--- src/rtl/block_read_scheduler.sv ---
// block_read_scheduler: round-robin arbiter that runs one full NUM_BLOCKS read pass per grant
module block_read_scheduler #(
  parameter int REGISTER_SIZE = 32,
  parameter int NUM_BLOCKS = 128,
  localparam int IDXW = $clog2(NUM_BLOCKS)
) (
  input  logic                     clk_in,
  input  logic                     rst_in,
  input  logic                     req_a_in,
  input  logic                     req_b_in,
  output logic                     grant_a_out,
  output logic                     grant_b_out,
  input  logic                     stall_in,
  output logic                     read_next_out,
  input  logic [REGISTER_SIZE-1:0] read_block_in,
  input  logic                     read_valid_in,
  output logic [REGISTER_SIZE-1:0] block_out,
  output logic                     block_valid_out,
  output logic [IDXW-1:0]          block_index_out,
  output logic                     block_last_out,
  output logic                     done_a_out,
  output logic                     done_b_out,
  output logic                     busy_out
);
  typedef enum logic [1:0] {IDLE, ISSUE, DRAIN, DONE} state_t;
  localparam logic [IDXW-1:0] LAST = IDXW'(NUM_BLOCKS - 1);
  state_t          state_q;
  logic            grant_a_q, grant_b_q, ptr_b_q, win_b_d, run;
  logic [IDXW-1:0] iss_q, rx_q;
  assign run             = !rst_in;
  assign win_b_d         = req_b_in && (!req_a_in || ptr_b_q);
  assign busy_out        = run && state_q != IDLE;
  assign read_next_out   = run && state_q == ISSUE && !stall_in;
  assign grant_a_out     = run && grant_a_q;
  assign grant_b_out     = run && grant_b_q;
  assign done_a_out      = run && state_q == DONE && grant_a_q;
  assign done_b_out      = run && state_q == DONE && grant_b_q;
  assign block_out       = read_block_in;
  assign block_valid_out = read_valid_in && busy_out;
  assign block_index_out = run ? rx_q : '0;
  assign block_last_out  = block_valid_out && rx_q == LAST;
  // pass sequencing: grant latch, issue/receive counting, pointer rotation on completion
  always_ff @(posedge clk_in) begin
    if (rst_in) begin
      state_q   <= IDLE;
      grant_a_q <= 1'b0;
      grant_b_q <= 1'b0;
      ptr_b_q   <= 1'b0;
      iss_q     <= '0;
      rx_q      <= '0;
    end else begin
      if (block_valid_out) rx_q <= rx_q + IDXW'(1);
      case (state_q)
        IDLE: if (req_a_in || req_b_in) begin
          state_q   <= ISSUE;
          grant_a_q <= !win_b_d;
          grant_b_q <= win_b_d;
        end
        ISSUE: if (read_next_out) begin
          iss_q <= iss_q + IDXW'(1);
          if (iss_q == LAST) state_q <= DRAIN;
        end
        DRAIN: if (block_last_out) state_q <= DONE;
        DONE: begin
          state_q   <= IDLE;
          grant_a_q <= 1'b0;
          grant_b_q <= 1'b0;
          ptr_b_q   <= grant_a_q;
          iss_q     <= '0;
          rx_q      <= '0;
        end
      endcase
    end
  end
endmodule

--- config.mk ---
export PLATFORM = sky130hd
export DESIGN_NAME = block_read_scheduler
export DESIGN_NICKNAME = d
export VERILOG_FILES = /design/src/rtl/block_read_scheduler.sv
export SDC_FILE = /design/constraint.sdc
export NUM_CORES = 1
export LEC_CHECK = 0
export CAP_MARGIN = 20
export CORE_MARGIN = 5
export CORE_UTILIZATION = 56
export DETAILED_ROUTE_END_ITERATION = 6
export DONT_BUFFER_PORTS = 1
export GPL_TIMING_DRIVEN = 0
export PLACE_DENSITY_LB_ADDON = 0.2
export SKIP_LAST_GASP = 1
export SYNTH_ARGS = -nofsm -noshare
export SYNTH_HDL_FRONTEND = slang
export SYNTH_SLANG_ARGS = --single-unit
--- constraint.sdc ---
create_clock -name clk_in -period 1.8 [get_ports clk_in]
set_input_delay 0.45 -clock clk_in [delete_from_list [all_inputs] [get_ports clk_in]]
set_output_delay 0.45 -clock clk_in [all_outputs]
set_load 0.03 [all_outputs]
Word level (Yosys, flattened, before mapping)
Cells that the tools add are included.
{"block": "op_classes", "addsub": 2, "n_eq_ne": 9, "mux": 12, "reduce_logical": 25}
{"op": "$add 7x1->7 const B", "n": 2}
{"op": "$eq 7x7->1 const B", "n": 2}
{"op": "$mux 7", "n": 2}
{"op": "$pmux 7 s2", "n": 1}
{"op": "$logic_and 1x1->1", "n": 11}
{"op": "$mux 2", "n": 4}
{"op": "$pmux 2 s4", "n": 1}
{"op": "$ne 2x2->1 const B", "n": 3}
{"op": "$reduce_bool 2->1", "n": 3}
{"op": "$eq 2x2->1 const B", "n": 2}
{"op": "$logic_not 1->1", "n": 4}
{"op": "$pmux 1 s2", "n": 2}
{"op": "$reduce_and 2->1", "n": 2}
{"op": "$reduce_and 4->1", "n": 1}
{"op": "$eq 2x1->1 const B", "n": 1}
{"op": "$logic_not 2->1", "n": 1}
{"op": "$logic_or 1x1->1", "n": 2}
{"op": "$mux 1", "n": 2}
{"op": "$ne 2x1->1 const B", "n": 1}
{"op": "$reduce_or 2->1", "n": 1}
{"block": "word_totals", "regBits": 19}

Logic depth before layout (Yosys ltp)
Gate-level depths: netlist of the first run.
{"block": "depth", "ltp_word": 6, "mapped_depth": 6, "depth_no_buf": 6}

Least setup slack after synthesis of the first run
OpenSTA, ideal clock, no wires.
{"block": "synth_path", "path_type": "flip-flop to flip-flop", "start": "reg state_q[1]", "end": "reg iss_q[2]", "setup_ns": 0.116, "arrival_ns": 2.093, "path_slack_ns": -0.409, "path_stages_with_launch": 7, "synth_period_minus_slack_ns": 2.209, "path_cell_list": "dfxtp_1 inv_1 ha_1 nor3b_1 o21ai_0 xor2_1 nor2_1"}
{"block": "synth_via", "elab_chain_len": 5}
{"element": "start: declaration", "line_no": "27", "rtl": "state_t state_q;"}
{"element": "start signal: assignment", "line_no": "45", "rtl": "state_q <= IDLE;"}
{"element": "start signal: assignment", "line_no": "55", "rtl": "state_q <= ISSUE;"}
{"element": "start signal: assignment", "line_no": "61", "rtl": "if (iss_q == LAST) state_q <= DRAIN;"}
{"element": "$eq 2x1->1", "line_no": "33", "rtl": "assign read_next_out = run && state_q == ISSUE && !stall_in;"}
{"element": "$logic_and 1x1->1 (2 in series)", "line_no": "33"}
{"element": "via read_next_out", "line_no": "14", "rtl": "output logic read_next_out,"}
{"element": "$ne 2x2->1 (no line)"}
{"element": "$reduce_and 2->1 (no line)"}
{"element": "end signal: assignment", "line_no": "60", "rtl": "iss_q <= iss_q + IDXW'(1);"}
{"element": "end: declaration", "line_no": "29", "rtl": "logic [IDXW-1:0] iss_q, rx_q;"}
The timed path passes the listed nets, and every way through them passes these cells.
A chain may end at the register's enable or synchronous reset.

Worst setup path after layout of the first run
{"block": "layout_path", "start": "reg state_q[0]", "end": "out block_last_out"}
{"block": "layout_via", "elab_chain_len": 4}
{"element": "$reduce_bool 2->1", "line_no": "32", "rtl": "assign busy_out = run && state_q != IDLE;"}
{"element": "$logic_and 1x1->1", "line_no": "32"}
{"element": "$logic_and 1x1->1", "line_no": "39", "rtl": "assign block_valid_out = read_valid_in && busy_out;"}
{"element": "$logic_and 1x1->1", "line_no": "41", "rtl": "assign block_last_out = block_valid_out && rx_q == LAST;"}
{"element": "end: declaration", "line_no": "20", "rtl": "output logic block_last_out,"}
Every way passes these cells.

==> flow_metrics.py, run 1 <==
metrics = {
    "global_route": {
        "grt_pass1_vias": 1073,
        "antenna_found_initial": 0,
        "grt_usage_pct": 17.7,
        "grt_pass1_wl_um": 4700,
        "grt.overflow.total": 0,
        "grt_max_degree": 11,
    },
    "power_and_ir_drop": {
        "power.share.combinational_pct": 53.2,
        "power_density_mw_per_mm2": 1060,
        "seq_power_share_pct": 32.8,
        "ir_drop_v": 0.000744,
        "leakagePower_nw": 0.658,
        "power_mw": 1.60,
        "switching_power_mw": 0.649,
        "clkPwrFrac_pct": 14.0,
        "internal_power_mw": 0.948,
        "p_sw_share_pct": 40.6,
    },
    "synthesis": {
        "synth_top_family_by_area": "simple AND/OR/NAND/NOR gates",
        "synthXorXnorAreaFrac_pct": 7.56,
        "ys_seq_elements": 19,
        "ys_types": 31,
        "synth_compound_area_share_pct": 9.63,
        "syn-num-nets": 195,
        "muxShareOfSynthArea_pct": 2.36,
        "syn_avg_cell_area_um2": 8.44,
        "seq_area_frac_synth_pct": 29.9,
        "synthesis.area_mm2": 0.00127,
        "synthCells": 151,
        "yosys.area_share.simple_pct": 23.5,
        "synth_fa_ha_area_share_pct": 5.89,
        "ys_warn_count": 0,
    },
    "floorplanning": {
        "dieHeight_um": 57.7,
        "die_w_um": 57.7,
        "core_area_mm2": 0.00219,
        "start_util_pct": 58.1,
        "num_rows": 17,
        "io_pins": 85,
        "dieArea_mm2": 0.00333,
    },
    "critical_path": {
        "r2r_slack_ns": -0.14,
        "end_kind": "primary output",
        "critical_path_class": "reg -> out",
        "reg2reg_from": "state_q[0]",
        "cpPeakStageDelay_ns": 0.39,
        "worst_r2r_endpoint": "state_q[1]",
        "cp.required_ns": 1.35,
        "worstPathCellList": "inv_4, ha_4, and4bb_2, nand4_1, inv_2",
        "crit_start": "state_q[0]",
        "path_max_fanout": 4,
        "reg2reg_depth": 7,
        "start_kind": "register",
        "crit_arrival_ns": 1.51,
        "slowest_stage": "dfxtp_4",
    },
    "routing": {
        "first_pass_iters": 4,
        "postRouteAntennaNets": 0,
        "drt_iter0_drc": 21,
        "drc": 0,
        "wirelength_um": 3110,
        "wl_per_cell_um": 16.3,
        "vias": 1066,
        "vias_per_cell": 5.58,
    },
    "clock_tree": {
        "cts_made_buffers": 3,
        "htreeDepth": 1,
        "hold_buffers": 0,
        "cts_tree": "built",
        "clk_latency_ns": 0.31,
        "clock-root-buffer": "clkbuf_4",
        "cts.sinks": 19,
        "clk_path_buf_depth": 2,
        "clk_pin_slew_ns": 0.11,
    },
    "job": {
        "cap_violations": 0,
    },
    "sta": {
        "fin_ws_ns": -0.164,
        "max_slew_margin_pct": 60.9,
        "slew_violations": 0,
        "rsz0062_at_grt": "yes",
        "finClkSkew_ns": 0.00159,
        "finalCritPeriodShare_pct": 109,
        "setup_viol": 5,
        "period_minus_slack_ns": 1.96,
        "hold_viol": 0,
        "fmax_mhz": 509,
        "tightestPinTransition_ns": 0.585,
    },
    "place": {
        "gp_congestion": 0.823,
        "detailed_place_hpwl_um": 2220,
        "port_buffers": 0,
        "numPlacedInstances": 179,
    },
    "run_status": {
        "violations": "setup timing",
        "status": "finished, violations left",
    },
    "finish": {
        "syn2layout_area_growth_pct": 17.9,
        "multi_input_area_um2": 716,
        "layout-drive-gt1-share_pct": 42.9,
        "final_common_cell": "buf_4",
        "nets": 208,
        "mostFrequentLayoutCells": "41 x buf_4, 20 x nor2_1, 17 x dfxtp_1",
        "nFillCells": 186,
        "regArea_um2": 385,
        "final_cells": 191,
        "diodes": 0,
    },
    "worst_hold_path": {
        "hold_end": "grant_a_q",
        "min_path_cells": 2,
        "hold_path_class": "in -> reg",
        "min_from": "req_a_in",
    },
}
## sequential cells by signal, summed over array words and instances, names as in the netlist
signal	cells
grant_a_q	1
ptr_b_q	1
rx_q	7
state_q	2
grant_b_q	1
iss_q	7
## how the worst max path moves through the flow
stage                                end  slack [ns]  cells past startpoint
after global placement    block_last_out       -0.17                      5
after global routing      block_last_out       -0.24                      5
after CTS                 block_last_out       -0.14                      5
after detailed placement  block_last_out       -0.18                      5
after floorplan           block_last_out       -0.01                      5
final                     block_last_out       -0.16                      5
## logic make-up after synthesis
group / Yosys count
compound gates: 16
xor+xnor: 11
fa+ha+maj: 6
buf+inv: 40
flops: 19
mux: 3
simple gates: 56
## timing repair
action                                  in CTS  in global routing
gates resized for setup                     19                 12
setup buffers                                8                  1
endpoints found under the setup margin      19                 17
pin swaps                                    4                  2
## worst max-delay path, delay by kind of cell, from the launching register on
kind,cells,cell delay [ns]
and+or+nand+nor,2,0.44
buffers and inverters,2,0.21
adders and majority gates,1,0.16
DFF,1,0.39
## synth_stat cells (all sizes together)
| library cell | number | area share [%] |
|---|---|---|
| nand2b | 3 | 1.5 |
| nand2 | 4 | 1.2 |
| xor2 | 9 | 6.2 |
| or2 | 1 | 0.49 |
| o21a | 1 | 0.59 |
| xnor2 | 2 | 1.4 |
| dfxtp | 19 | 30 |
| nand4 | 3 | 2.0 |
| mux2i | 3 | 2.4 |
| o2111ai | 4 | 2.8 |
| and3 | 2 | 1.1 |
| a21oi | 1 | 0.39 |
| a21o | 3 | 1.8 |
| or3 | 1 | 0.49 |
| ha | 6 | 5.9 |
| o21ai | 2 | 0.79 |
| a32oi | 2 | 1.4 |
| and2 | 3 | 1.5 |
| nand3 | 3 | 1.2 |
| nor3b | 3 | 1.8 |
| clkbuf | 4 | 1.2 |
| o31ai | 1 | 0.59 |
| nor2 | 22 | 6.5 |
| nor2b | 10 | 4.9 |
| a22oi | 1 | 0.59 |
| and4bb | 1 | 0.98 |
| a222oi | 1 | 0.79 |
| inv | 4 | 1.2 |
| buf | 32 | 19 |
## area by class of cell
class / instances / share of cell area (%)
plain buffers: 35 / 16.9
clock buffers: 4 / 1.75
inverters: 4 / 1.17
multi-input cells: 92 / 47.7
flip-flops and latches: 19 / 25.7
well taps: 28 / 2.33
repair buffers: 9 / 4.50
## layer usage
metal	GRT usage, %	up-vias	part of all wire, %
li1	-	493	-
met1	18.3	493	38
met2	32.1	71	50
met3	6.90	9	11
met4	6.62	0	1.4
met5	0	-	0
## power by group through the flow
stage               Clock, mW  Combinational [mW]  Sequential [mW]
finish                  0.224               0.849            0.523
global route            0.245               0.915            0.529
CTS                     0.230               0.749            0.510
detailed placement          0               0.578            0.520
global placement            0               0.563            0.516
floorplan                   0               0.510            0.510
## stage by stage
stage / utilization (%) / cell area (µm²) / TNS (ns) / hold slack, ns / setup slack (ns)
after detailed placement: 60.3 / 1320 / -2.18 / 0.472 / -0.181
after CTS: 66.3 / 1450 / -0.466 / 0.309 / -0.145
after floorplan: - / 1290 / -0.0115 / 0.440 / -0.0115
after global routing: 68.5 / 1500 / -1.18 / 0.327 / -0.240
after global placement: 60.3 / 1320 / -1.71 / 0.468 / -0.174
final: 68.5 / 1500 / -0.659 / 0.317 / -0.164
Note: power is estimated with default switching activity, not from simulation.
==> inputs of run 2 (changes only) <==
--- a/config.mk
+++ b/config.mk
@@ -12,7 +12,9 @@
 export DONT_BUFFER_PORTS = 1
 export GPL_TIMING_DRIVEN = 0
 export PLACE_DENSITY_LB_ADDON = 0.2
+export RECOVER_POWER = 100
 export SKIP_LAST_GASP = 1
+export SLEW_MARGIN = 20
 export SYNTH_ARGS = -nofsm -noshare
 export SYNTH_HDL_FRONTEND = slang
 export SYNTH_SLANG_ARGS = --single-unit
==> flow_metrics.py, run 2 (synthesis results as in run 1) <==
metrics = {
    "run_status": {
        "status": "finished, violations left",
        "violations": "setup timing",
    },
    "sta": {
        "slew_violations": 0,
        "hold_viol": 0,
        "fin_ws_ns": -0.156,
        "period_minus_slack_ns": 1.96,
        "hold_ws_ns": 0.319,
        "finClkSkew_ns": 0.00154,
        "finalCritPeriodShare_pct": 109,
        "fmax_mhz": 511,
        "max_slew_margin_pct": 60.9,
        "setup_viol": 5,
        "tightestPinTransition_ns": 0.585,
        "rsz0062_at_grt": "yes",
        "tns_ns": -0.632,
    },
    "finish": {
        "mostFrequentLayoutCells": "34 x clkbuf_1, 20 x nor2_1, 17 x dfxtp_1",
        "final_common_cell": "clkbuf_1",
        "fin_area_mm2": 0.00138,
        "layout-drive-gt1-share_pct": 23.3,
        "biggestRegsByFlops": "iss_q x7, rx_q x7, state_q x2",
        "diodes": 0,
        "final_util_pct": 63.0,
        "syn2layout_area_growth_pct": 8.45,
        "nets": 208,
    },
    "floorplanning": {
        "dieArea_mm2": 0.00333,
        "die_w_um": 57.7,
        "num_rows": 17,
        "dieHeight_um": 57.7,
        "io_pins": 85,
        "start_util_pct": 58.1,
        "core_area_mm2": 0.00219,
    },
    "power_and_ir_drop": {
        "leakagePower_nw": 0.542,
        "power_density_mw_per_mm2": 1130,
        "ir_drop_v": 0.000723,
    },
    "global_route": {
        "grt_pass1_vias": 1073,
        "antenna_found_initial": 0,
        "grt_max_degree": 11,
        "grt_pass1_wl_um": 4700,
        "grt_usage_pct": 17.7,
        "grt.overflow.total": 0,
    },
    "clock_tree": {
        "hold_buffers": 0,
        "clk_latency_ns": 0.31,
        "clk_pin_slew_ns": 0.11,
        "htreeDepth": 1,
        "cts_tree": "built",
        "clock-root-buffer": "clkbuf_4",
        "cts_made_buffers": 3,
        "cts.sinks": 19,
        "clk_path_buf_depth": 2,
    },
    "worst_hold_path": {
        "hold_path_class": "in -> reg",
    },
    "routing": {
        "first_pass_iters": 4,
        "drt_iter0_drc": 24,
        "postRouteAntennaNets": 0,
        "vias": 1073,
        "wirelength_um": 3120,
        "drc": 0,
        "vias_per_cell": 5.62,
        "wl_per_cell_um": 16.3,
    },
    "job": {
        "cap_violations": 0,
    },
    "critical_path": {
        "critical_path_class": "reg -> out",
        "start_kind": "register",
        "cp.required_ns": 1.35,
        "end_kind": "primary output",
        "crit_arrival_ns": 1.51,
        "path_max_fanout": 4,
    },
    "place": {
        "gp_congestion": 0.823,
        "detailed_place_hpwl_um": 2220,
        "port_buffers": 0,
        "placedInstanceArea_mm2": 0.00132,
    },
}
## run 2: worst paths after layout
kind / cells past startpoint / end / slack (ns) / start
min: 2 / grant_a_q / 0.32 / req_a_in
max reg2reg: 7 / state_q[1] / -0.13 / state_q[0]
min reg2reg: 1 / ptr_b_q / 0.52 / ptr_b_q
max: 5 / block_last_out / -0.16 / state_q[0]
## run 2: critical path, stage by stage, from the launching register on
cell      delay [ns]
dfxtp_4         0.39
inv_4           0.04
ha_4            0.16
and4bb_2        0.31
nand4_1         0.13
inv_2           0.17
## run 2: stage by stage
| stage | worst slack, ns | total power, mW | cells |
|---|---|---|---|
| after floorplan | -0.0115 | 1.02 | 151 |
| after global placement | -0.174 | 1.08 | 179 |
| after detailed placement | -0.181 | 1.10 | 179 |
| after CTS | -0.145 | 1.49 | 190 |
| after global routing | -0.240 | 1.66 | 191 |
| final | -0.156 | 1.56 | 191 |
## run 2: routing by layer
metal / up-vias / GRT usage [%] / wire length [µm]
li1: 494 / - / -
met4: 0 / 6.62 / 44
met1: 498 / 18.3 / 1190
met3: 9 / 6.90 / 356
met5: - / 0 / 0
met2: 72 / 32.1 / 1530
## run 2: cell type report
type                            instances  area [µm²]
Timing Repair Buffer                    9        67.6
Clock buffer                            4        26.3
Tap cell                               28        35.0
Buffer                                 35         134
Sequential cell                        19         385
Inverter                                4        17.5
Fill cell                             225         810
Multi-Input combinational cell         92         716
## run 2: timing repair
| action | 4_1_cts | 5_1_grt |
|---|---|---|
| setup endpoints to repair | 19 | 17 |
| pin swaps | 4 | 2 |
| gates resized for setup | 19 | 12 |
| buffers inserted | 8 | 1 |
## run 2: report_power, final
part	switching (mW)	total [mW]	internal [mW]
logic	0.464	0.817	0.354
registers	0.0479	0.523	0.475
clock network	0.137	0.223	0.0867
total	0.648	1.56	0.916
==> inputs of run 3 (changes only) <==
==> constraint.sdc (replaced) <==
create_clock -name clk_in -period 1.8 [get_ports clk_in]
set_input_delay 0.45 -clock clk_in [delete_from_list [all_inputs] [get_ports clk_in]]
set_output_delay 0.45 -clock clk_in [all_outputs]
set_load 0.05 [all_outputs]
==> flow_metrics.py, run 3 (synthesis results as in run 1) <==
metrics = {
    "floorplanning": {
        "dieArea_mm2": 0.00333,
        "io_pins": 85,
        "core_area_mm2": 0.00219,
        "start_util_pct": 58.1,
        "die_w_um": 57.7,
        "num_rows": 17,
        "dieHeight_um": 57.7,
    },
    "global_route": {
        "grt.overflow.total": 0,
        "antenna_found_initial": 0,
        "grt_usage_pct": 16.2,
        "grt_pass1_vias": 964,
        "grt_max_degree": 11,
        "grt_pass1_wl_um": 4280,
    },
    "clock_tree": {
        "clk_pin_slew_ns": 0.10,
        "htreeDepth": 1,
        "clk_path_buf_depth": 2,
        "clk_latency_ns": 0.29,
        "clock-root-buffer": "clkbuf_4",
        "cts.sinks": 19,
        "cts_made_buffers": 3,
        "cts_tree": "built",
    },
    "place": {
        "placedInstanceArea_mm2": 0.00134,
        "numPlacedInstances": 179,
        "detailed_place_hpwl_um": 2160,
        "port_buffers": 0,
        "gp_congestion": 0.785,
    },
    "finish": {
        "nFillCells": 203,
        "diodes": 0,
        "nets": 210,
        "syn2layout_area_growth_pct": 11.6,
        "multi_input_area_um2": 729,
        "biggestRegsByFlops": "iss_q x7, rx_q x7, state_q x2",
        "final_common_cell": "clkbuf_1",
        "fin_area_mm2": 0.00142,
        "mostFrequentLayoutCells": "34 x clkbuf_1, 20 x nor2_1, 17 x dfxtp_1",
        "final_cells": 193,
        "regArea_um2": 388,
        "final_util_pct": 64.9,
        "layout-drive-gt1-share_pct": 26.1,
    },
    "sta": {
        "tightestPinTransition_ns": 0.751,
        "max_slew_margin_pct": 49.9,
        "hold_viol": 0,
        "fmax_mhz": 495,
        "fin_ws_ns": -0.222,
        "finClkSkew_ns": 0.00182,
        "period_minus_slack_ns": 2.02,
        "finalCritPeriodShare_pct": 112,
        "slew_violations": 0,
        "setup_viol": 11,
        "rsz0062_at_grt": "yes",
    },
    "routing": {
        "first_pass_iters": 4,
        "drc": 0,
        "wl_per_cell_um": 15.4,
        "drt_iter0_drc": 34,
        "vias_per_cell": 5.42,
        "wirelength_um": 2960,
        "postRouteAntennaNets": 0,
        "vias": 1046,
    },
    "critical_path": {
        "cp_top_family": "simple AND/OR/NAND/NOR gates",
        "worstPathCellList": "inv_4, ha_4, and4bb_2, nand4_1, inv_4",
        "path_depth": 5,
        "cpPeakStageDelay_ns": 0.40,
        "cp.required_ns": 1.35,
        "reg2reg_depth": 8,
        "start_kind": "register",
        "path_max_fanout": 4,
        "slowest_stage": "dfxtp_4",
        "path_common_cell": "inv_4",
        "cp.buffers_inverters": 2,
        "crit_arrival_ns": 1.57,
        "end_kind": "primary output",
        "critical_path_class": "reg -> out",
    },
    "power_and_ir_drop": {
        "p_sw_share_pct": 43.9,
        "power.share.combinational_pct": 55.1,
        "ir_drop_v": 0.000793,
        "seq_power_share_pct": 32.1,
        "power_density_mw_per_mm2": 1170,
        "clkPwrFrac_pct": 12.7,
        "internal_power_mw": 0.933,
        "leakagePower_nw": 0.555,
        "switching_power_mw": 0.729,
    },
    "run_status": {
        "violations": "setup timing",
        "status": "finished, violations left",
    },
    "job": {
        "cap_violations": 0,
    },
    "worst_hold_path": {
        "hold_path_class": "in -> reg",
        "min_path_cells": 2,
    },
}
-- run 3: through the flow --
| step | hold WS [ns] | TNS [ns] | setup slack, ns | total power, mW |
|---|---|---|---|---|
| 4_1_cts | 0.334 | -1.09 | -0.196 | 1.63 |
| 3_3_place_gp | 0.460 | -3.22 | -0.403 | 1.20 |
| 5_1_grt | 0.330 | -2.30 | -0.274 | 1.75 |
| 2_1_floorplan | 0.440 | -1.06 | -0.201 | 1.14 |
| 3_5_place_dp | 0.478 | -3.42 | -0.392 | 1.22 |
| 6_report | 0.343 | -1.41 | -0.222 | 1.66 |
-- run 3: area by class of cell --
cell class	instances	area share (%)
buffer	35	9.42
clock buffer	4	1.85
inverter	4	1.58
multi-input combinational	92	51.3
sequential	19	27.3
tap	28	2.46
timing repair buffer	11	6.07
-- run 3: per-layer routing --
layer,share of wire [%],vias up,GRT usage (%)
met2,50,67,29.7
met5,0,-,0
met1,38,476,17.3
met3,12,2,4.68
met4,0.57,0,6.29
li1,-,501,-
-- run 3: power groups by stage --
stage / Combinational (mW) / Sequential, mW / Clock [mW]
6_report: 0.916 / 0.534 / 0.211
4_1_cts: 0.886 / 0.529 / 0.218
5_1_grt: 0.974 / 0.542 / 0.238
3_3_place_gp: 0.686 / 0.516 / 0
3_5_place_dp: 0.705 / 0.519 / 0
2_1_floorplan: 0.632 / 0.510 / 0
-- run 3: final timing paths --
check / startpoint / end / slack, ns
worst max-delay path: state_q[0] / block_last_out / -0.22
worst min-delay path: req_b_in / grant_b_q / 0.34
worst max register to register: state_q[0] / state_q[0] / -0.17
worst min register to register: ptr_b_q / ptr_b_q / 0.50
-- run 3: worst reg2reg max path, delay by kind of cell, from the launching register on --
| kind | cells | cell delay [ns] |
|---|---|---|
| AO/OA/AOI/OAI | 2 | 0.45 |
| buffers and inverters | 3 | 0.43 |
| AND/OR/NAND/NOR | 2 | 0.48 |
| adder cells (fa/ha/maj) | 1 | 0.17 |
| flip-flops | 1 | 0.40 |
-- run 3: repair_timing --
item / CTS / global route
resized for setup: 30 / 3
hold endpoints to repair: 0 / 0
cloned: 0 / 0
setup endpoints to repair: 20 / 17
hold buffers: 0 / 0
buffers inserted: 9 / 2
pin swaps: 5 / 3
